File: config.mk
export PLATFORM = sky130hd
export DESIGN_NAME = ps2_kbd_matrix
export DESIGN_NICKNAME = d
export VERILOG_FILES = /design/src/rtl/ps2_kbd_pkg.sv /design/src/rtl/ps2_scancode_lut.sv /design/src/rtl/ps2_kbd_matrix.sv
export SDC_FILE = /design/constraint.sdc
export NUM_CORES = 1
export LEC_CHECK = 0
export ABC_AREA = 1
export CORE_ASPECT_RATIO = 1.25
export CORE_UTILIZATION = 30
export DETAILED_ROUTE_END_ITERATION = 12
export PLACE_DENSITY = 0.56
export SLEW_MARGIN = 5
export SYNTH_ARGS = -nofsm -noshare
export SYNTH_HDL_FRONTEND = slang
export SYNTH_SLANG_ARGS = --single-unit
File: constraint.sdc
create_clock -name clk -period 4.4 [get_ports clk]
set_input_delay 0.66 -clock clk [delete_from_list [all_inputs] [get_ports clk]]
set_output_delay 0.66 -clock clk [all_outputs]
set_load 0.01 [all_outputs]
File: src/rtl/ps2_kbd_pkg.sv
// Shared types and constants for the PS/2 set-2 to CoCo keyboard matrix bridge.
package ps2_kbd_pkg;

  typedef enum logic [2:0] {
    ST_IDLE, ST_EXT, ST_BRK, ST_EXT_BRK, ST_SKIP
  } dec_state_e;

  typedef enum logic [1:0] {
    TX_IDLE, TX_REQ, TX_WAIT
  } tx_state_e;

  localparam logic [7:0] CODE_E0 = 8'hE0;
  localparam logic [7:0] CODE_F0 = 8'hF0;
  localparam logic [7:0] CODE_E1 = 8'hE1;
  localparam logic [7:0] CODE_AA = 8'hAA;
  localparam logic [7:0] CODE_FA = 8'hFA;
  localparam logic [7:0] CODE_FE = 8'hFE;
  localparam logic [7:0] CODE_00 = 8'h00;
  localparam logic [7:0] CODE_FF = 8'hFF;
  localparam logic [7:0] CODE_PRT1 = 8'h12;
  localparam logic [7:0] CODE_PRT2 = 8'h7C;

  typedef struct packed {
    logic       valid;
    logic [2:0] row;
    logic [2:0] col;
  } key_pos_t;

  function automatic key_pos_t kp(input logic [2:0] r, input logic [2:0] c);
    kp = '{valid: 1'b1, row: r, col: c};
  endfunction

endpackage

File: src/rtl/ps2_scancode_lut.sv
// Combinational ROM: {extended, set-2 code} -> CoCo matrix position.
module ps2_scancode_lut
  import ps2_kbd_pkg::*;
(
  input  logic       ext_i,
  input  logic [7:0] code_i,
  output key_pos_t   pos_o
);

  always_comb begin
    // NOTE: default first so every path assigns pos_o and no latch is inferred.
    pos_o = '0;
    case ({ext_i, code_i})
      9'h054: pos_o = kp(3'd0, 3'd0);
      9'h01C: pos_o = kp(3'd0, 3'd1);
      9'h032: pos_o = kp(3'd0, 3'd2);
      9'h021: pos_o = kp(3'd0, 3'd3);
      9'h023: pos_o = kp(3'd0, 3'd4);
      9'h024: pos_o = kp(3'd0, 3'd5);
      9'h02B: pos_o = kp(3'd0, 3'd6);
      9'h034: pos_o = kp(3'd0, 3'd7);
      9'h033: pos_o = kp(3'd1, 3'd0);
      9'h043: pos_o = kp(3'd1, 3'd1);
      9'h03B: pos_o = kp(3'd1, 3'd2);
      9'h042: pos_o = kp(3'd1, 3'd3);
      9'h04B: pos_o = kp(3'd1, 3'd4);
      9'h03A: pos_o = kp(3'd1, 3'd5);
      9'h031: pos_o = kp(3'd1, 3'd6);
      9'h044: pos_o = kp(3'd1, 3'd7);
      9'h04D: pos_o = kp(3'd2, 3'd0);
      9'h015: pos_o = kp(3'd2, 3'd1);
      9'h02D: pos_o = kp(3'd2, 3'd2);
      9'h01B: pos_o = kp(3'd2, 3'd3);
      9'h02C: pos_o = kp(3'd2, 3'd4);
      9'h03C: pos_o = kp(3'd2, 3'd5);
      9'h02A: pos_o = kp(3'd2, 3'd6);
      9'h01D: pos_o = kp(3'd2, 3'd7);
      9'h022: pos_o = kp(3'd3, 3'd0);
      9'h035: pos_o = kp(3'd3, 3'd1);
      9'h01A: pos_o = kp(3'd3, 3'd2);
      9'h175: pos_o = kp(3'd3, 3'd3);
      9'h172: pos_o = kp(3'd3, 3'd4);
      9'h16B: pos_o = kp(3'd3, 3'd5);
      9'h174: pos_o = kp(3'd3, 3'd6);
      9'h029: pos_o = kp(3'd3, 3'd7);
      9'h045: pos_o = kp(3'd4, 3'd0);
      9'h016: pos_o = kp(3'd4, 3'd1);
      9'h01E: pos_o = kp(3'd4, 3'd2);
      9'h026: pos_o = kp(3'd4, 3'd3);
      9'h025: pos_o = kp(3'd4, 3'd4);
      9'h02E: pos_o = kp(3'd4, 3'd5);
      9'h036: pos_o = kp(3'd4, 3'd6);
      9'h03D: pos_o = kp(3'd4, 3'd7);
      9'h03E: pos_o = kp(3'd5, 3'd0);
      9'h046: pos_o = kp(3'd5, 3'd1);
      9'h052: pos_o = kp(3'd5, 3'd2);
      9'h04C: pos_o = kp(3'd5, 3'd3);
      9'h041: pos_o = kp(3'd5, 3'd4);
      9'h04E: pos_o = kp(3'd5, 3'd5);
      9'h049: pos_o = kp(3'd5, 3'd6);
      9'h04A: pos_o = kp(3'd5, 3'd7);
      9'h05A, 9'h15A: pos_o = kp(3'd6, 3'd0);
      9'h16C: pos_o = kp(3'd6, 3'd1);  // Home acts as CLEAR
      9'h076: pos_o = kp(3'd6, 3'd2);
      9'h011, 9'h111: pos_o = kp(3'd6, 3'd3);
      9'h014, 9'h114: pos_o = kp(3'd6, 3'd4);
      9'h005: pos_o = kp(3'd6, 3'd5);
      9'h006: pos_o = kp(3'd6, 3'd6);
      9'h012, 9'h059: pos_o = kp(3'd6, 3'd7);
      default: pos_o = '0;
    endcase
  end

endmodule

File: src/rtl/ps2_kbd_matrix.sv
// PS/2 set-2 decoder driving a 7x8 CoCo keyboard matrix; PIA row sense readback.
// Optional keyboard reset command after rst is enabled with PS2_KBD_INIT_EN.
module ps2_kbd_matrix
  import ps2_kbd_pkg::*;
#(
  parameter logic [15:0] PREFIX_TIMEOUT = 16'd50000,
  parameter logic [2:0]  SKIP_LEN       = 3'd7
) (
  input  logic       clk,
  input  logic       rst,
  input  logic [7:0] rx_data,
  input  logic       rx_ready,
  input  logic       tx_ready,
  output logic [7:0] tx_data,
  output logic       tx_req,
  input  logic [7:0] col_sel,
  output logic [6:0] row_out,
  output logic       kbd_reset_n
);

  dec_state_e       state_q;
  logic [15:0]      timer_q;
  logic [2:0]       skip_q;
  logic [6:0][7:0]  key_down_q;
  logic             prt_q;
  key_pos_t         pos;

  ps2_scancode_lut u_lut (
    .ext_i  (state_q == ST_EXT || state_q == ST_EXT_BRK),
    .code_i (rx_data),
    .pos_o  (pos)
  );

  // prt_q remembers that the last completed code was the E0 12 half of PrtScr.
  always_ff @(posedge clk) begin
    if (rst) begin
      // NOTE: the matrix is a flop array, not RAM, so it is cleared by reset.
      state_q     <= ST_IDLE;
      timer_q     <= '0;
      skip_q      <= '0;
      key_down_q  <= '0;
      prt_q       <= 1'b0;
      kbd_reset_n <= 1'b1;
      row_out     <= 7'h7F;
    end else begin
      // NOTE: non-blocking assignments keep every register updating from old values.
      kbd_reset_n <= 1'b1;
      for (int r = 0; r < 7; r++) row_out[r] <= ~|(key_down_q[r] & ~col_sel);
      if (state_q != ST_IDLE && timer_q != 16'd0) timer_q <= timer_q - 16'd1;

      if (rx_ready) begin
        case (state_q)
          ST_IDLE: begin
            if (!(rx_data inside {CODE_E0, CODE_F0, CODE_E1})) prt_q <= 1'b0;
            case (rx_data)
              CODE_E0: begin state_q <= ST_EXT; timer_q <= PREFIX_TIMEOUT; end
              CODE_F0: begin state_q <= ST_BRK; timer_q <= PREFIX_TIMEOUT; end
              CODE_E1: begin
                state_q <= ST_SKIP;
                timer_q <= PREFIX_TIMEOUT;
                skip_q  <= SKIP_LEN;
              end
              CODE_AA, CODE_00, CODE_FF: key_down_q <= '0;
              CODE_FA, CODE_FE: ;
              default: if (pos.valid) key_down_q[pos.row][pos.col] <= 1'b1;
            endcase
          end
          ST_EXT: begin
            if (rx_data == CODE_F0) begin
              state_q <= ST_EXT_BRK;
              timer_q <= PREFIX_TIMEOUT;
            end else begin
              if (pos.valid) key_down_q[pos.row][pos.col] <= 1'b1;
              if (rx_data == CODE_PRT2 && prt_q) kbd_reset_n <= 1'b0;
              prt_q   <= (rx_data == CODE_PRT1);
              state_q <= ST_IDLE;
            end
          end
          ST_BRK, ST_EXT_BRK: begin
            if (pos.valid) key_down_q[pos.row][pos.col] <= 1'b0;
            prt_q   <= 1'b0;
            state_q <= ST_IDLE;
          end
          ST_SKIP: begin
            skip_q <= skip_q - 3'd1;
            prt_q  <= 1'b0;
            if (skip_q == 3'd1) state_q <= ST_IDLE;
          end
          default: state_q <= ST_IDLE;
        endcase
      end else if (state_q != ST_IDLE && timer_q == 16'd0) begin
        state_q <= ST_IDLE;
      end
    end
  end

`ifdef PS2_KBD_INIT_EN
  tx_state_e   tx_state_q;
  logic [19:0] tx_timer_q;
  logic        tx_retry_q;
  logic        tx_done_q;

  always_ff @(posedge clk) begin
    if (rst) begin
      tx_state_q <= TX_IDLE;
      tx_timer_q <= '0;
      tx_retry_q <= 1'b0;
      tx_done_q  <= 1'b0;
      tx_req     <= 1'b0;
      tx_data    <= 8'h00;
    end else begin
      case (tx_state_q)
        TX_IDLE: begin
          tx_req <= 1'b0;
          if (!tx_done_q) begin
            tx_done_q  <= 1'b1;
            tx_data    <= CODE_FF;
            tx_req     <= 1'b1;
            tx_state_q <= TX_REQ;
          end
        end
        TX_REQ: begin
          tx_req     <= 1'b0;
          tx_timer_q <= 20'hFFFFF;
          tx_state_q <= TX_WAIT;
        end
        TX_WAIT: begin
          if (tx_ready) begin
            tx_state_q <= TX_IDLE;
          end else if (tx_timer_q == 20'd0) begin
            if (!tx_retry_q) begin
              tx_retry_q <= 1'b1;
              tx_req     <= 1'b1;
              tx_state_q <= TX_REQ;
            end else begin
              tx_state_q <= TX_IDLE;
            end
          end else begin
            tx_timer_q <= tx_timer_q - 20'd1;
          end
        end
        default: tx_state_q <= TX_IDLE;
      endcase
    end
  end
`else
  logic unused_tx_ready;
  assign unused_tx_ready = tx_ready;
  assign tx_req  = 1'b0;
  assign tx_data = 8'h00;
`endif

endmodule

==> After elaboration in Yosys (flattened, before gate mapping) <==
Cells that the tools add are included.
{ "op_classes": {"addsub": 2, "order_cmp": 4, "eq_ne": 81, "muxes": 27, "bitwise_logic": 13, "reduce_logical": 44} }
{ "op_table": {"columns": ["operator", "count"], "rows": [
  ["7-bit case mux with 56 select lines", 1],
  ["9-bit by 6-bit == test with 1-bit output (second input constant)", 23],
  ["56-bit 2-to-1 mux", 3],
  ["56-bit case mux with 3 select lines", 1],
  ["9-bit by 7-bit == test with 1-bit output (second input constant)", 17],
  ["56-bit case mux with 2 select lines", 1],
  ["9-bit by 5-bit == test with 1-bit output (second input constant)", 10],
  ["9-bit == test (second input constant)", 8],
  ["16-bit 2-to-1 mux", 4],
  ["56-bit AND", 1],
  ["8-bit AND", 7],
  ["8-bit == test (second input constant)", 7],
  ["56-bit NOT", 1],
  ["56-bit OR", 1],
  ["8-bit OR reduction", 7],
  ["16-bit case mux with 2 select lines", 1],
  ["8-bit demux with 3-bit select", 1],
  ["9-bit by 3-bit == test with 1-bit output (second input constant)", 2],
  ["3-bit case mux with 3 select lines", 2],
  ["16-bit zero test", 1],
  ["16-bit nonzero test", 1],
  ["16-bit by 1-bit subtractor with 16-bit output (second input constant)", 1],
  ["3-bit 2-to-1 mux", 4],
  ["3-bit nonzero test", 4],
  ["32 further kinds", 62]
]} }
{ "totals": {"reg_bits": 87, "input_bits": 20, "elab_cells": 184} }

==> Logic depth before layout (Yosys ltp) <==
Gate-level depths: netlist (run 1).
{ "logic_depth": {"depth_word": 15, "depth_mapped": 18, "depth_no_buf": 17} }

==> Cells and area by module <==
Synthesis (run 1) repeated with hierarchy kept, for this count alone.
{ "unflattened": {"cells_unflattened": 1191, "hier_area_um2": 6791.5} }
{ "by_module_without_submodules": {"columns": ["mod", "instances", "cells_each", "area_per_inst_um2", "seq_area_each_um2"], "rows": [
  ["ps2_kbd_matrix", 1, 977, 5865.6, 1741.7],
  ["ps2_scancode_lut", 1, 214, 925.9, 0.0]
]} }

==> Least setup slack after synthesis (run 1) <==
No wires, ideal clock.
{ "synth_path": {"path_type": "input port to flip-flop", "start": "input rx_data[7]", "end": "register key_down_q[40] in the netlist's numbering", "setup_time_ns": 0.135, "arrival_time_ns": 2.118, "setup_slack_ns": 2.148, "stages": 16, "path_cell_list": "inv_1 > nand2_1 > nor2_2 > nand3_1 > nand2_1 > inv_1 > nand2_1 > nor2_2 > nand2_1 > nor2_1 > nand3_2 > nand2_2 > buf_6 > buf_4 > nand2_1 > a21oi_2"} }
{ "synth_between": {"elab_chain_cells": 13, "elab_cells_between_ends": 97, "classes_between": "order compare: 4; eq/ne: 70; mux: 10; bitwise: 3; reduce/logical: 10"} }
{ "synth_lines": {"columns": ["item", "line", "text"], "rows": [
  ["start, declared", "ps2_kbd_matrix.sv:11", "input logic [7:0] rx_data,"],
  ["9-bit by 5-bit == test with 1-bit output (tied with other cells)", "ps2_scancode_lut.sv:13", "case ({ext_i, code_i})"],
  ["2-bit OR reduction", "ps2_scancode_lut.sv:13", null],
  ["7-bit case mux with 56 select lines", "ps2_scancode_lut.sv:13", null],
  ["3-bit by 4-bit less-than comparator with 1-bit output (implied by the code) or 3-bit by 1-bit greater-or-equal comparator with 1-bit output (tied branches)", "ps2_kbd_matrix.sv:65, ps2_kbd_matrix.sv:73, ps2_kbd_matrix.sv:80", null],
  ["1-bit logical AND (implied by the code)", "ps2_kbd_matrix.sv:65, ps2_kbd_matrix.sv:73, ps2_kbd_matrix.sv:80", null],
  ["1-bit 2-to-1 mux (implied by the code)", "ps2_kbd_matrix.sv:65, ps2_kbd_matrix.sv:73, ps2_kbd_matrix.sv:80", null],
  ["1-bit demux with 3-bit select", "ps2_kbd_matrix.sv:65, ps2_kbd_matrix.sv:73, ps2_kbd_matrix.sv:80", null],
  ["8-bit 2-to-1 mux (implied by the code)", "ps2_kbd_matrix.sv:65, ps2_kbd_matrix.sv:73, ps2_kbd_matrix.sv:80", null],
  ["8-bit demux with 3-bit select", "ps2_kbd_matrix.sv:65, ps2_kbd_matrix.sv:73, ps2_kbd_matrix.sv:80", null],
  ["56-bit OR (no line) or 56-bit NOT (tied branches)", null, null],
  ["56-bit 2-to-1 mux or 56-bit AND (tied branches)", null, null],
  ["56-bit case mux with 2 select lines (tied with other cells)", "ps2_kbd_matrix.sv:55", "case (rx_data)"],
  ["56-bit case mux with 3 select lines", "ps2_kbd_matrix.sv:52", "case (state_q)"],
  ["end signal, assigned", "ps2_kbd_matrix.sv:63", "CODE_AA, CODE_00, CODE_FF: key_down_q <= '0;"],
  ["end signal, assigned by index", "ps2_kbd_matrix.sv:65", "default: if (pos.valid) key_down_q[pos.row][pos.col] <= 1'b1;"],
  ["end signal, assigned by index", "ps2_kbd_matrix.sv:73", "if (pos.valid) key_down_q[pos.row][pos.col] <= 1'b1;"],
  ["end, declared", "ps2_kbd_matrix.sv:24", "logic [6:0][7:0] key_down_q;"]
]} }
Parallel ways exist; a longest one is shown, timed or not. The select of a mux whose other input is x is not followed.
A chain may end at the register's enable or synchronous reset.

==> Worst setup path in the final report (run 1) <==
{ "layout_path": {"start": "input rx_data[4]", "end": "register key_down_q[4] in the netlist's numbering"} }
The elaborated chain is that of the path after synthesis.

==> flow_metrics.env, run 1 <==
export IMPL_slowest_delay_ns=0.59
export IMPL_insertion_delay_ns=0.36
export IMPL_p_clk_frac=0.254
export IMPL_crit_family="simple AND/OR/NAND/NOR gates"
export IMPL_synthCells=1174
export IMPL_async_reset_ff_frac=0
export IMPL_layout_commonest_cell="nand2_1"
export IMPL_cts_root_buffer="clkbuf_16"
export IMPL_ys_types=37
export IMPL_critical_path_buf_inv_count=4
export IMPL_placed_cells=1441
export IMPL_synth_edf_count=0
export IMPL_globalplace_congestion=0.932
export IMPL_cts_clk_slew_worst_paths_ns=0.07
export IMPL_comb_power_share=0.450
export IMPL_grtUsageTotal=0.199
export IMPL_grt_setup_unrepaired="false"
export IMPL_io_buffers=26
export IMPL_status="complete, no violations"
export IMPL_ys_seq_area_frac=0.259
export IMPL_cts_tree="yes"
export IMPL_hp_class="reg2reg"
export IMPL_cts_resized=0
export IMPL_clock_path_buffers=2
export IMPL_leakagePower_nw=3.36
export IMPL_n_antenna_cell=0
export IMPL_htreeDepth=3
export IMPL_setup_viol=0
export IMPL_tns_ns=0
export IMPL_drive_gt1_frac=0.0577
export IMPL_p_sw_w=0.00150
export IMPL_clock_fmax_mhz=281
export IMPL_post_route_period_util=0.809
export IMPL_grt_pass1_vias=6759
export IMPL_placementRows=60
export IMPL_slew_viol_final=0
export IMPL_grt_pass1_wl_um=35700
export IMPL_dieArea_um2=23000
export IMPL_die_y_um=169
export IMPL_totalWireLength_um=22100
export IMPL_vias_per_cell=5.14
export IMPL_synth_warnings=0
export IMPL_start_kind="input pin"
export IMPL_maxCapViolations=0
export IMPL_start_util=0.309
export IMPL_dr_pass1_iters=5
export IMPL_cts_sinks=87
export IMPL_clock_skew_ns=0.0110
export IMPL_cellPowerDensity_nw_per_um2=424
export IMPL_most_common_layout_cells="356 x nand2_1, 231 x nand3_1, 126 x nor2_1, 119 x inv_1, 87 x dfxtp_1"
export IMPL_dp_hpwl_um=15400
export IMPL_synth_seq_cells=87
export IMPL_worst_path_max_fanout=54
export IMPL_netlist_area_um2=6720
export IMPL_seqPwrFrac=0.296
export IMPL_avgSynthCellArea_um2=5.73
export IMPL_ios=37
export IMPL_cts_hold_buf=0
export IMPL_antenna_found_initial=0
export IMPL_post_cts_setup_buffer_count=0
export IMPL_fp_dieW_um=136
export IMPL_slew_limit_headroom=0.289
export IMPL_crit_arrival_ns=3.84
export IMPL_core_area_um2=21800
export IMPL_crit_required_ns=4.68
export IMPL_grt_ovfl_total=0
export IMPL_fillers=2426
export IMPL_layout_cells_non_filler=1457
export IMPL_grt_max_degree=64
export IMPL_drc=0
export IMPL_syn_to_final_growth_pct=10.8
export IMPL_worstSetupPathType="in2reg"
export IMPL_slowest_stage="nor2_2"
export IMPL_fin_nets=1197
export IMPL_end_kind="register"
export IMPL_layout_min_cycle_time_ns=3.56
export IMPL_vias=7495
export IMPL_post_drt_wl_per_cell_um=15.2
export IMPL_final_hold_violation_count=0
export IMPL_vdd_drop_max_uv=283
export IMPL_ant_nets=0
export IMPL_synth_flop_cell="dfxtp_1"
export IMPL_switching_share=0.474
export IMPL_drt_iter0_drc=585
export IMPL_worst_slew_pin_slew_ns=1.07
export IMPL_cts_buffers=9
export IMPL_p_int_w=0.00166
export IMPL_crit_chain="clkdlybuf4s50_1, inv_1, nand2_1, nor2_2, nand3_1, nand3_1, nor2_1, nand2_1, nor2_1, nand3_2, nand2_2, inv_2, buf_12, o21ai_0, a21oi_1"
layer usage:
layer / global-route usage / share of wire
met3: 0.0266 / 0.050
met5: 0 / 0
met2: 0.333 / 0.46
met4: 0.0845 / 0.037
met1: 0.255 / 0.45
worst min-delay path, cell delays in order (launching register included):
cell,delay (ns)
dfxtp_1,0.33
nor2_1,0.05
nor2_1,0.07
flip-flops by register name, summed over array words and instances, names as in the netlist:
name / flops
kbd_reset_n: 1
key_down_q: 56
prt_q: 1
row_out: 7
skip_q: 3
state_q: 3
timer_q: 16
synthesized netlist by cell type, types with 4 or more instances:
| cell type | number | area (um2) |
|---|---|---|
| dfxtp_1 | 87 | 1740 |
| buf_4 | 19 | 143 |
| buf_6 | 4 | 45.0 |
| o21ai_0 | 17 | 85.1 |
| nand2_1 | 356 | 1340 |
| nor2_2 | 4 | 25.0 |
| xor2_1 | 8 | 70.1 |
| or2_2 | 8 | 50.1 |
| nand4_1 | 13 | 81.3 |
| ha_1 | 4 | 50.1 |
| clkbuf_1 | 23 | 86.3 |
| a21oi_1 | 58 | 290 |
| nand2_2 | 4 | 25.0 |
| buf_2 | 6 | 30.0 |
| o41ai_1 | 4 | 35.0 |
| inv_2 | 5 | 18.8 |
| nor3_1 | 6 | 30.0 |
| buf_1 | 7 | 26.3 |
| nand3_1 | 231 | 1160 |
| nor2_1 | 128 | 480 |
| o22ai_1 | 20 | 125 |
| o211ai_1 | 7 | 52.6 |
| a211oi_1 | 4 | 30.0 |
| a21oi_2 | 12 | 105 |
| inv_1 | 119 | 447 |
through the flow:
stage                     hold WS, ns  instance area (um2)  utilization  power, W  setup WS, ns
final                           0.477                 7450        0.342   0.00316         0.839
after global routing            0.500                 7450        0.342   0.00342         0.635
after CTS                       0.481                 7450        0.342   0.00319         0.940
after detailed placement        0.462                 7150        0.328   0.00237         0.566
after global placement          0.461                 7150        0.328   0.00237         0.590
after floorplan                 0.440                 6750            -   0.00203          2.15
cell type report:
| class | count | area, um2 | area share |
|---|---|---|---|
| clock inverter | 6 | 70.1 | 0.00941 |
| clock buffer | 10 | 229 | 0.0307 |
| timing repair buffer | 39 | 365 | 0.0490 |
| inverter | 124 | 465 | 0.0625 |
| multi-input combinational | 912 | 4230 | 0.568 |
| tap | 279 | 349 | 0.0469 |
| sequential | 87 | 1740 | 0.234 |
path summary, 6_finish.rpt:
check	startpoint	endpoint	slack, ns	cells after the start
worst min-delay path	key_down_q[8]$_SDFFE_PP0P_	key_down_q[8]$_SDFFE_PP0P_	0.48	2
worst max-delay path	rx_data[4]	key_down_q[4]$_SDFFE_PP0P_	0.84	15
worst min register to register	key_down_q[8]$_SDFFE_PP0P_	key_down_q[8]$_SDFFE_PP0P_	0.48	2
worst max register to register	state_q[2]$_SDFFE_PP0P_	key_down_q[4]$_SDFFE_PP0P_	1.25	15
cell families (layout without fill, tap and decap cells):
kind of cell / Yosys count / in the layout / synth area share
DFF: 87 / 87 / 0.259
and+or+nand+nor: 758 / 758 / 0.484
xor gates and xnor gates: 11 / 11 / 0.0143
other: 1 / 9 / 0.000558
buffers and inverters: 183 / 179 / 0.118
AOI/OAI and AO/OA: 130 / 130 / 0.116
adders and majority gates: 4 / 4 / 0.00745
power by group through the flow:
stage / clock network (W) / logic, W / registers, W
2_1_floorplan: 0 / 0.00110 / 0.000935
3_3_place_gp: 0 / 0.00142 / 0.000954
3_5_place_dp: 0 / 0.00142 / 0.000953
4_1_cts: 0.000828 / 0.00143 / 0.000936
5_1_grt: 0.000858 / 0.00161 / 0.000947
6_report: 0.000802 / 0.00142 / 0.000936
(Power assumes the default switching activity.)
==> run 2, diff against run 1 <==
==> constraint.sdc (replaced) <==
create_clock -name clk -period 3.42 [get_ports clk]
set_input_delay 0.513 -clock clk [delete_from_list [all_inputs] [get_ports clk]]
set_output_delay 0.513 -clock clk [all_outputs]
set_load 0.01 [all_outputs]
==> flow_metrics.env, run 2 (synthesis gave the netlist of run 1 again) <==
export IMPL_status="complete, no violations"
export IMPL_cts_root_buffer="clkbuf_16"
export IMPL_drive_gt1_frac=0.0735
export IMPL_hold_start="key_down_q[8]$_SDFFE_PP0P_"
export IMPL_clock_path_buffers=2
export IMPL_start_kind="input pin"
export IMPL_die_y_um=169
export IMPL_post_route_period_util=0.872
export IMPL_maxCapViolations=0
export IMPL_final_hold_violation_count=0
export IMPL_post_drt_wl_per_cell_um=15.4
export IMPL_largestRegisters="key_down_q: 56 flops, timer_q: 16 flops, row_out: 7 flops"
export IMPL_globalplace_congestion=0.973
export IMPL_insertion_delay_ns=0.35
export IMPL_cts_sinks=87
export IMPL_htreeDepth=3
export IMPL_cts_buffers=9
export IMPL_crit_required_ns=3.70
export IMPL_slew_limit_headroom=0.290
export IMPL_largest_register="key_down_q"
export IMPL_critical_path_buf_inv_count=3
export IMPL_io_buffers=26
export IMPL_worstReg2RegStart="state_q[2]$_SDFFE_PP0P_"
export IMPL_largest_reg_flops=56
export IMPL_grt_ovfl_total=0
export IMPL_worst_slew_pin_slew_ns=1.06
export IMPL_p_total_w=0.00416
export IMPL_slowest_delay_ns=0.60
export IMPL_drc=0
export IMPL_crit_start="rx_data[3]"
export IMPL_crit_arrival_ns=3.26
export IMPL_fin_nets=1216
export IMPL_dp_hpwl_um=16200
export IMPL_grt_max_degree=57
export IMPL_ios=37
export IMPL_antenna_found_initial=0
export IMPL_fp_dieW_um=136
export IMPL_tns_ns=0
export IMPL_cts_tree="yes"
export IMPL_ant_nets=0
export IMPL_syn_to_final_growth_pct=13.1
export IMPL_crit_family="simple AND/OR/NAND/NOR gates"
export IMPL_end_kind="register"
export IMPL_slowest_stage="clkdlybuf4s50_1"
export IMPL_worst_path_max_fanout=42
export IMPL_totalWireLength_um=22700
export IMPL_clock_fmax_mhz=335
export IMPL_fillers=2469
export IMPL_vias_per_cell=5.19
export IMPL_leakagePower_nw=3.47
export IMPL_cts_hold_buf=0
export IMPL_grt_setup_unrepaired="false"
export IMPL_setup_viol=0
export IMPL_multi_input_area_um2=4230
export IMPL_vias=7661
export IMPL_worstSetupPathType="in2reg"
export IMPL_n_antenna_cell=0
export IMPL_most_common_layout_cells="356 x nand2_1, 231 x nand3_1, 126 x nor2_1, 119 x inv_1, 87 x dfxtp_1"
export IMPL_hp_class="reg2reg"
export IMPL_crit_chain="clkdlybuf4s50_1, nand2_1, nor2_1, nand3_1, nand3_1, nor2_1, nand2_1, nor2_1, nand3_2, nand2_2, inv_2, buf_12, nand2_1, a21oi_1"
export IMPL_layout_commonest_cell="nand2_1"
export IMPL_vdd_drop_max_uv=433
export IMPL_start_util=0.309
export IMPL_seq_area_um2=1740
export IMPL_cellPowerDensity_nw_per_um2=547
export IMPL_grt_pass1_wl_um=36700
export IMPL_layout_min_cycle_time_ns=2.98
export IMPL_cts_resized=0
export IMPL_drt_iter0_drc=631
export IMPL_grtUsageTotal=0.204
export IMPL_cts_clk_slew_worst_paths_ns=0.07
export IMPL_grt_pass1_vias=7143
export IMPL_post_cts_setup_buffer_count=0
export IMPL_dieArea_um2=23000
export IMPL_dr_pass1_iters=5
export IMPL_slew_viol_final=0
export IMPL_clock_skew_ns=0.00932
export IMPL_placementRows=60
export IMPL_core_area_um2=21800
-- run 2: layout make-up --
cell class | count | share of cell area
clock buffers | 10 | 0.0314
clock inverters | 6 | 0.00905
inverters | 124 | 0.0612
multi-input cells | 912 | 0.556
flip-flops and latches | 87 | 0.229
well taps | 279 | 0.0459
repair buffers | 58 | 0.0668
-- run 2: power breakdown --
part	switching, W	total [W]	internal (W)	leakage, nW
clock network	0.000443	0.00103	0.000590	0.149
registers	0.0000930	0.00121	0.00111	0.703
logic	0.00141	0.00192	0.000506	2.62
-- run 2: per-layer routing --
metal	wire length (um)	vias to the layer above	global-route usage	share of wire
li1	-	3836	-	-
met1	9990	3538	0.254	0.44
met2	10700	234	0.345	0.47
met3	1220	53	0.0299	0.054
met4	763	0	0.0884	0.034
met5	0	-	0	0
-- run 2: per-stage QoR --
stage / area [um2] / instances / hold slack (ns) / worst slack [ns] / utilization
global placement: 7290 / 1460 / 0.460 / 0.229 / 0.335
global route: 7600 / 1476 / 0.496 / 0.200 / 0.349
CTS: 7600 / 1476 / 0.482 / 0.517 / 0.349
detailed placement: 7290 / 1460 / 0.468 / 0.151 / 0.335
finish: 7600 / 1476 / 0.478 / 0.437 / 0.349
floorplan: 6750 / 1182 / 0.440 / 1.31 / -
-- run 2: worst paths after layout --
check	end	slack [ns]	cells past startpoint
min reg2reg	key_down_q[8]$_SDFFE_PP0P_	0.48	2
max reg2reg	key_down_q[22]$_SDFFE_PP0P_	0.68	14
min	key_down_q[8]$_SDFFE_PP0P_	0.48	2
max	key_down_q[22]$_SDFFE_PP0P_	0.44	14
-- run 2: worst min-delay path: stages (launching register included) --
cell     delay [ns]
dfxtp_1        0.33
nor2_1         0.05
nor2_1         0.07
